`src/rtl/imem_loader.sv`:
```
// Instruction-memory writer: packs a byte stream into little-endian 32-bit words
// and writes them from address 0 while holding the CPU. Optional checksum byte: IMEM_LOADER_CHECKSUM_EN.
module imem_loader #(
  parameter int ADDR_W    = 8,
  parameter int DATA_W    = 32,
  parameter int MAX_WORDS = 64
) (
  input  logic              clk,
  input  logic              rst_n,
  input  logic              start,
  input  logic [6:0]        word_count,
  input  logic              byte_valid,
  input  logic [7:0]        byte_data,
  output logic              byte_ready,
  output logic              mem_we,
  output logic [ADDR_W-1:0] mem_addr,
  output logic [DATA_W-1:0] mem_wd,
  output logic              busy,
  output logic              cpu_hold,
  output logic              done,
  output logic              err
);

`ifdef IMEM_LOADER_CHECKSUM_EN
  typedef enum logic [2:0] {IDLE, COLLECT, WRITE, CHECK, DONE} state_t;
`else
  typedef enum logic [2:0] {IDLE, COLLECT, WRITE, DONE} state_t;
`endif

  state_t              state_q, state_d;
  logic [6:0]          count_q;
  logic [6:0]          idx_q;
  logic [6:0]          idx_nxt;
  logic [1:0]          lane_q;
  logic [DATA_W-9:0]   asm_q;
  logic                accept;

  assign idx_nxt = idx_q + 7'd1;
  assign accept  = byte_valid & byte_ready;

  always_comb begin
    state_d    = state_q;
    byte_ready = 1'b0;
    busy       = 1'b0;
    done       = 1'b0;
    case (state_q)
      IDLE: begin
        if (start) state_d = COLLECT;
      end
      COLLECT: begin
        byte_ready = 1'b1;
        busy       = 1'b1;
        if (accept && lane_q == 2'd3) state_d = WRITE;
      end
      WRITE: begin
        busy = 1'b1;
        if (idx_nxt == count_q) begin
`ifdef IMEM_LOADER_CHECKSUM_EN
          state_d = CHECK;
`else
          state_d = DONE;
`endif
        end else begin
          state_d = COLLECT;
        end
      end
`ifdef IMEM_LOADER_CHECKSUM_EN
      CHECK: begin
        byte_ready = 1'b1;
        busy       = 1'b1;
        if (accept) state_d = DONE;
      end
`endif
      DONE: begin
        done    = 1'b1;
        state_d = IDLE;
      end
      default: state_d = IDLE;
    endcase
  end

  assign cpu_hold = busy;

  // Byte capture and word-write register stage: mem_* only move when a word completes
  always_ff @(posedge clk) begin
    if (!rst_n) begin
      state_q  <= IDLE;
      count_q  <= '0;
      idx_q    <= '0;
      lane_q   <= '0;
      asm_q    <= '0;
      mem_we   <= 1'b0;
      mem_addr <= '0;
      mem_wd   <= '0;
    end else begin
      state_q <= state_d;
      mem_we  <= 1'b0;
      case (state_q)
        IDLE: begin
          if (start) begin
            count_q <= (word_count == 7'd0) ? 7'(MAX_WORDS) : word_count;
            idx_q   <= '0;
            lane_q  <= '0;
          end
        end
        COLLECT: begin
          if (accept) begin
            lane_q <= lane_q + 2'd1;
            if (lane_q == 2'd3) begin
              mem_we   <= 1'b1;
              mem_wd   <= {byte_data, asm_q};
              mem_addr <= ADDR_W'({idx_q, 2'b00});
            end else begin
              asm_q[{lane_q, 3'b000} +: 8] <= byte_data;
            end
          end
        end
        WRITE: idx_q <= idx_nxt;
        default: ;
      endcase
    end
  end

`ifdef IMEM_LOADER_CHECKSUM_EN
  logic [7:0] xor_q;
  logic       err_q;

  always_ff @(posedge clk) begin
    if (!rst_n) begin
      xor_q <= '0;
      err_q <= 1'b0;
    end else if (state_q == IDLE && start) begin
      xor_q <= '0;
      err_q <= 1'b0;
    end else if (state_q == COLLECT && accept) begin
      xor_q <= xor_q ^ byte_data;
    end else if (state_q == CHECK && accept) begin
      err_q <= (byte_data != xor_q);
    end
  end

  assign err = err_q;
`else
  assign err = 1'b0;
`endif

endmodule

```
`config.mk`:
```
export PLATFORM = sky130hd
export DESIGN_NAME = imem_loader
export DESIGN_NICKNAME = d
export VERILOG_FILES = /design/src/rtl/imem_loader.sv
export SDC_FILE = /design/constraint.sdc
export NUM_CORES = 1
export LEC_CHECK = 0
export BUFFER_PORTS_ARGS = -buffer_cell sky130_fd_sc_hd__buf_2
export CORE_ASPECT_RATIO = 1.25
export CORE_MARGIN = 2
export CORE_UTILIZATION = 55
export CTS_CLUSTER_SIZE = 16
export DETAILED_ROUTE_END_ITERATION = 16
export PLACE_DENSITY = 0.79
export SLEW_MARGIN = 40
export SYNTH_ARGS = -nofsm -noshare
export SYNTH_HDL_FRONTEND = slang
export SYNTH_SLANG_ARGS = --single-unit
```
`constraint.sdc`:
```
create_clock -name clk -period 1.9 [get_ports clk]
set_input_delay 0.19 -clock clk [delete_from_list [all_inputs] [get_ports clk]]
set_output_delay 0.19 -clock clk [all_outputs]
set_load 0.02 [all_outputs]
```
# Word-level counts from Yosys, hierarchy flattened
# Cells that the tools add are included.
[totals]
elab_cells = 51
out_inout_bits = 46
input_bits = 19
regBits = 82
[op_classes]
reduce_logical = 13
n_shift = 2
bitwise = 2
eq_ne = 8
muxes = 15
addsub = 3
[op_table]
columns = ["operator", "count"]
rows = [
  ["$bwmux 24", 1],
  ["$shift 8x7->24 const A", 1],
  ["$shiftx 8x7->24", 1],
  ["$mux 7", 2],
  ["$pmux 7 s2", 1],
  ["$reduce_and 3->1", 4],
  ["$pmux 3 s3", 1],
  ["$add 7x1->7 const B", 1],
  ["$eq 7x7->1", 1],
  ["$logic_not 7->1", 1],
  ["$neg 5->7", 1],
  ["$eq 3x2->1 const B", 2],
  ["$mux 2", 3],
  ["$mux 3", 2],
  ["$ne 2x2->1 const B", 3],
  ["$reduce_and 2->1", 3],
  ["$mux 1", 4],
  ["$pmux 2 s2", 1],
  ["$reduce_bool 2->1", 2],
  ["$eq 3x1->1 const B", 1],
  ["$logic_not 3->1", 1],
  ["$add 2x1->2 const B", 1],
  ["$eq 2x2->1 const B", 1],
  ["$reduce_or 2->1", 1],
  ["other kinds (3)", 3],
]

# Logic depth before layout (Yosys ltp)
[logic_depth]
ltp_word = 6
depth_mapped = 8
mapped_depth_nobuf = 7

# Worst setup path after synthesis
# OpenSTA, ideal clock, no wires.
[synth_timing]
path_type = "register to register"
from = "reg state_q[1]"
to = "reg asm_q[15]"
path_slack_ns = 0.311
arrival_time_ns = 1.519
stages_incl_launch_ff = 9
required_ns = 1.830
setup_ns = 0.070
path_cell_list = "dfxtp_1 inv_1 ha_1 nand2_1 nor2_2 and2_1 buf_2 nand3_1 a21boi_1"
[synth_between]
elab_chain_cells = 4
[synth_rtl]
columns = ["item", "line_no", "source"]
rows = [
  ["from (decl)", "30", "state_t state_q, state_d;"],
  ["from (signal assigned)", "96", "state_q <= state_d;"],
  ["$eq 3x1->1", "46", "case (state_q)"],
  ["$mux 1", "46", ""],
  ["via byte_ready", "14", "output logic byte_ready,"],
  ["$and 1x1->1", "39", "assign accept = byte_valid & byte_ready;"],
  ["$reduce_and 3->1 (no source line)", "n/a", ""],
  ["to (signal, indexed assignment)", "114", "asm_q[{lane_q, 3'b000} +: 8] <= byte_data;"],
  ["to (decl)", "35", "logic [DATA_W-9:0] asm_q;"],
]
# The timed path passes the listed nets, and every way through them passes these cells.
# A chain may end at the register's enable or synchronous reset.

# Final worst setup path
[layout_timing]
from = "reg state_q[0]"
to = "reg idx_q[5]"
[layout_between]
elab_chain_cells = 3
elab_cells_between_ends = 6
[layout_rtl]
columns = ["item", "line_no", "source"]
rows = [
  ["$eq 3x2->1 / $logic_not 3->1 (equally long branches)", "98", "case (state_q)"],
  ["$reduce_bool 2->1 (no source line) / $ne 2x2->1 (equally long branches)", "n/a", ""],
  ["$reduce_and 2->1 (no source line)", "n/a", ""],
  ["to (signal assigned)", "118", "WRITE: idx_q <= idx_nxt;"],
  ["to (decl)", "32", "logic [6:0] idx_q;"],
]
# Several ways; a longest one is shown, not always the timed one.

==> run_results.csv <==
group,metric,value,unit
power,power_per_cell_area,962.0,mW/mm2
timing,number_of_max_slew_violations_in_the_final_report,0,
route,number_of_design_rule_violations_left_after_detail_routing,0,
worst_hold_path,worst_hold_path.endpoint,"count_q[1]",
route,wl_per_cell,13.11,um
timing,post-route-worst-setup-slack,158.2,ps
final_layout,final_nets,498,
final_layout,syn2layout_area_growth,16.90,%
die,design.portCount,65,
die,dieArea,0.007069,mm2
power,combPwrFrac,23.0,%
route,drt.antenna.violating_nets,0,
clocking,htreeDepth,3,
clocking,cts.path.max_buffers,2,
global_routing,number_of_global_route_vias_before_repair,2769,
power,power.share.sequential,46.5,%
timing,period_utilization,91.67,%
worst_setup_path,regToRegStartpoint,"state_q[0]",
synthesis,ys_warn_count,0,
clocking,tritoncts,"done",
final_layout,antenna_cells_inserted,0,
die,fp.dieW,75.60,um
global_routing,grt_first_pass_wirelength,12220,um
timing,hold_viol_final,0,
flow_run,cap_violations,0,
worst_hold_path,min-delay-path-class,"in -> reg",
clocking,clock_insertion_delay_worst_skew,350,ps
global_routing,grt_residual_overflow,0,
place,buffer_ports.inserted,61,
synthesis,synthesis.area_per_instance,8.555,um2
global_routing,number_of_antenna_violations_at_the_first_check_in_global_routing,0,
route,met3_wirelength,338,um
worst_setup_path,worst_path_max_delay_cell,"dfxtp_1",
clocking,cts.hold.buffers_added,0,
worst_hold_path,beginning_of_the_worst_hold_path,"word_count[1]",
synthesis,synth-seq-area-share,46.01,%
worst_setup_path,largest_fanout_on_the_critical_path,6,
synthesis,ys_types,36,
place,detailedPlacementHpwl,5250,um
synthesis,synth_cells,412,
power,leakage,1.609,nW
power,power.internal,0.002739,W
synthesis,synth_seq_cells,81,
route,maxUsedRoutingLayer,"met4",
route,met2RoutedLength,3687,um
clocking,ctsRootBufferMaster,"clkbuf_8",
global_routing,pin_count_of_the_biggest_net_entering_global_routing,51,
worst_setup_path,required,2130,ps
power,switching_share_of_total_power,30.89,%
worst_setup_path,max_stage_delay,340,ps
synthesis,synth.cell_area,0.003525,mm2
clocking,cts_num_sinks,81,
worst_setup_path,worst-setup-path-type,"reg -> reg",
worst_setup_path,crit_path_end_kind,"register",
route,first_iter_violations,210,
route,drt_pass1_iterations,4,
worst_setup_path,timing.critical_path.buf_inv,1,
worst_setup_path,worst-r2r-setup-slack,160,ps
worst_setup_path,worst_path_most_repeated_cell,"nor2b_1",
route,routedLengthMet1,3004,um
place,placedCellCount,543,
final_layout,post-route-cell-area,0.004120,mm2
power,p_total,0.003964,W
worst_setup_path,timing.critical_path.max_delay_family,"simple AND/OR/NAND/NOR gates",
worst_setup_path,r2r-end,"idx_q[5]",
route,detail_route.vias_per_cell,5.315,
clocking,cts_made_buffers,9,
place,place_area,0.003921,mm2
clocking,worst_setup_hold_path_clk_slew,80,ps
final_layout,final_cells,558,
route,count_of_vias_placed_by_the_detailed_router,2966,
worst_hold_path,timing.hold.worst_path_depth,3,
place,place.gp.congestion,0.8186,
worst_setup_path,r2r.worst_path.cells,7,
worst_setup_path,critical_path.startpoint_type,"register",
worst_setup_path,worst_ep_arrival_time,1970,ps
die,core.rowCount,32,
power,ir_worst_vdd,0.9023,mV
route,route.final.wire_length,7317,um
die,start_util,56.79,%
power,power.share.clock,30.5,%
final_layout,final_layout_size_suffix_gt1_share,19.45,%
die,vert_die_dim,93.50,um
global_routing,grtUsageTotal,22.55,%
timing,timing.fmax,0.5741,GHz
outcome,status,"complete, no violations",
power,sw_power,0.001225,W
timing,grt_setup_unrepaired,"no",
timing,report.final.setup_viol,0,
timing,timing.clock.skew,9.337,ps
timing,post-route-min-period,1742,ps
worst_setup_path,crit_chain,"inv_1, ha_1, nor2b_1, nor2_1, mux2_1, a22oi_1, nor2b_1",
clocking,postCtsSetupBuffers,0,
timing,setup-tns-final,0,ps
die,core,0.006206,mm2
place,placement.setup.worst_slack,99.99,ps
-- stage by stage --
stage / util [%] / hold WS, ps
floorplan: - / 334.9
global placement: 63.19 / 437.5
detailed placement: 63.19 / 442.5
CTS: 66.17 / 90.93
global route: 66.39 / 101.3
finish: 66.39 / 96.75
-- kinds of logic (layout without fill, tap and decap cells) --
logic type | count (synthesis) | in the layout | share of synthesized area (%)
fa+ha+maj | 10 | 10 | 3.550
simple gates | 183 | 183 | 23.29
flops | 81 | 81 | 46.01
xor+xnor | 12 | 12 | 3.195
other cells | 1 | 3 | 0.1064
mux | 3 | 3 | 0.9229
buf+inv | 31 | 90 | 4.259
compound gates | 91 | 91 | 18.67
-- routing by layer --
layer  global-route usage [%]  vias up
li1                         -     1481
met1                    25.61     1379
met2                    38.84       76
met3                    4.203       30
met4                    11.84        0
met5                        0        -
-- registers in the layout (all words and copies together) (netlist names) --
| register | flops |
|---|---|
| mem_addr | 6 |
| idx_q | 7 |
| state_q | 2 |
| asm_q | 24 |
| mem_wd | 32 |
| mem_we | 1 |
| lane_q | 2 |
| count_q | 7 |
-- worst reg2reg max path, stage by stage, from the launching register on --
cell and delay, ps:
dfxtp_1 340, inv_1 140, ha_1 280, nor2b_1 250, nor2_1 60, mux2_1 290
a22oi_1 190, nor2b_1 80
-- worst max path at each step --
stage          startpoint   endpoint  slack (ps)  depth (start not counted)
2_1_floorplan  state_q[1]  asm_q[15]         310                          8
3_3_place_gp    lane_q[0]  asm_q[17]         200                          5
3_5_place_dp    lane_q[0]  asm_q[21]         100                          5
4_1_cts         lane_q[0]  asm_q[21]          90                          5
5_1_grt        state_q[1]   asm_q[6]          10                          7
6_report       state_q[0]   idx_q[5]         160                          7
-- layout make-up --
class                   count  area (um2)
clock buffers              10       127.6
clock inverters             5       57.56
fillers                   523        2086
inverters                   4       15.01
multi-input cells         302        1773
flip-flops and latches     81        1623
well taps                  85       106.4
repair buffers             71       417.9
-- placed cells by master (no fill, tap or decap), drive strengths merged, types with 2 or more instances in the layout --
| cell type | netlist | routed |
|---|---|---|
| dfxtp | 81 | 81 |
| nor2b | 7 | 7 |
| nand3 | 31 | 31 |
| and3 | 2 | 2 |
| nand2 | 120 | 120 |
| a22oi | 5 | 5 |
| o31ai | 2 | 2 |
| o21ai | 9 | 9 |
| inv | 4 | 4 |
| nor2 | 5 | 5 |
| clkinvlp | 0 | 3 |
| ha | 10 | 10 |
| mux2 | 2 | 2 |
| a21boi | 68 | 68 |
| buf | 15 | 71 |
| xor2 | 4 | 4 |
| clkbuf | 12 | 10 |
| conb | 1 | 3 |
| nor3b | 3 | 3 |
| a21oi | 3 | 3 |
| and2 | 10 | 10 |
| xnor2 | 8 | 8 |
-- cells in the mapped netlist --
cell type	count	area share (%)
ha_1	10	3.5
nor3_2	1	0.28
xnor2_2	1	0.46
mux2i_1	1	0.28
nor2_2	1	0.18
a211oi_1	1	0.21
o31ai_1	2	0.43
xor2_1	4	0.99
buf_4	6	1.3
dfxtp_1	81	46
nand2b_1	1	0.18
buf_2	9	1.3
o21ai_0	4	0.57
clkbuf_1	12	1.3
and2_1	10	1.8
o21a_1	1	0.21
nor2_1	4	0.43
and3_1	2	0.35
nand2_1	120	13
nor2b_1	7	1.2
mux2_1	2	0.64
a22oi_1	5	1.1
nand3_1	31	4.4
a21boi_0	35	7.5
a21oi_1	3	0.43
a21boi_1	33	7.0
inv_1	4	0.43
and4_1	1	0.25
nand4_1	1	0.18
a32oi_1	1	0.25
nor3b_2	3	1.1
o221a_1	1	0.32
conb_1	1	0.11
xnor2_1	7	1.7
nor4_1	1	0.18
o21ai_1	5	0.71
-- power groups by stage --
| stage | combinational, W | sequential, W | clock [W] |
|---|---|---|---|
| 6_report | 0.000912 | 0.00184 | 0.00121 |
| 5_1_grt | 0.00102 | 0.00186 | 0.00131 |
| 3_5_place_dp | 0.000900 | 0.00188 | 0 |
| 2_1_floorplan | 0.000659 | 0.00187 | 0 |
| 3_3_place_gp | 0.000882 | 0.00188 | 0 |
| 4_1_cts | 0.000905 | 0.00184 | 0.00123 |
-- what timing repair did --
item / 4_1_cts / 5_1_grt
hold endpoints to repair: 0 / 0
resized for setup: 0 / 3
endpoints found under the setup margin: 0 / 16
Note: power is estimated with default switching activity, not from simulation.
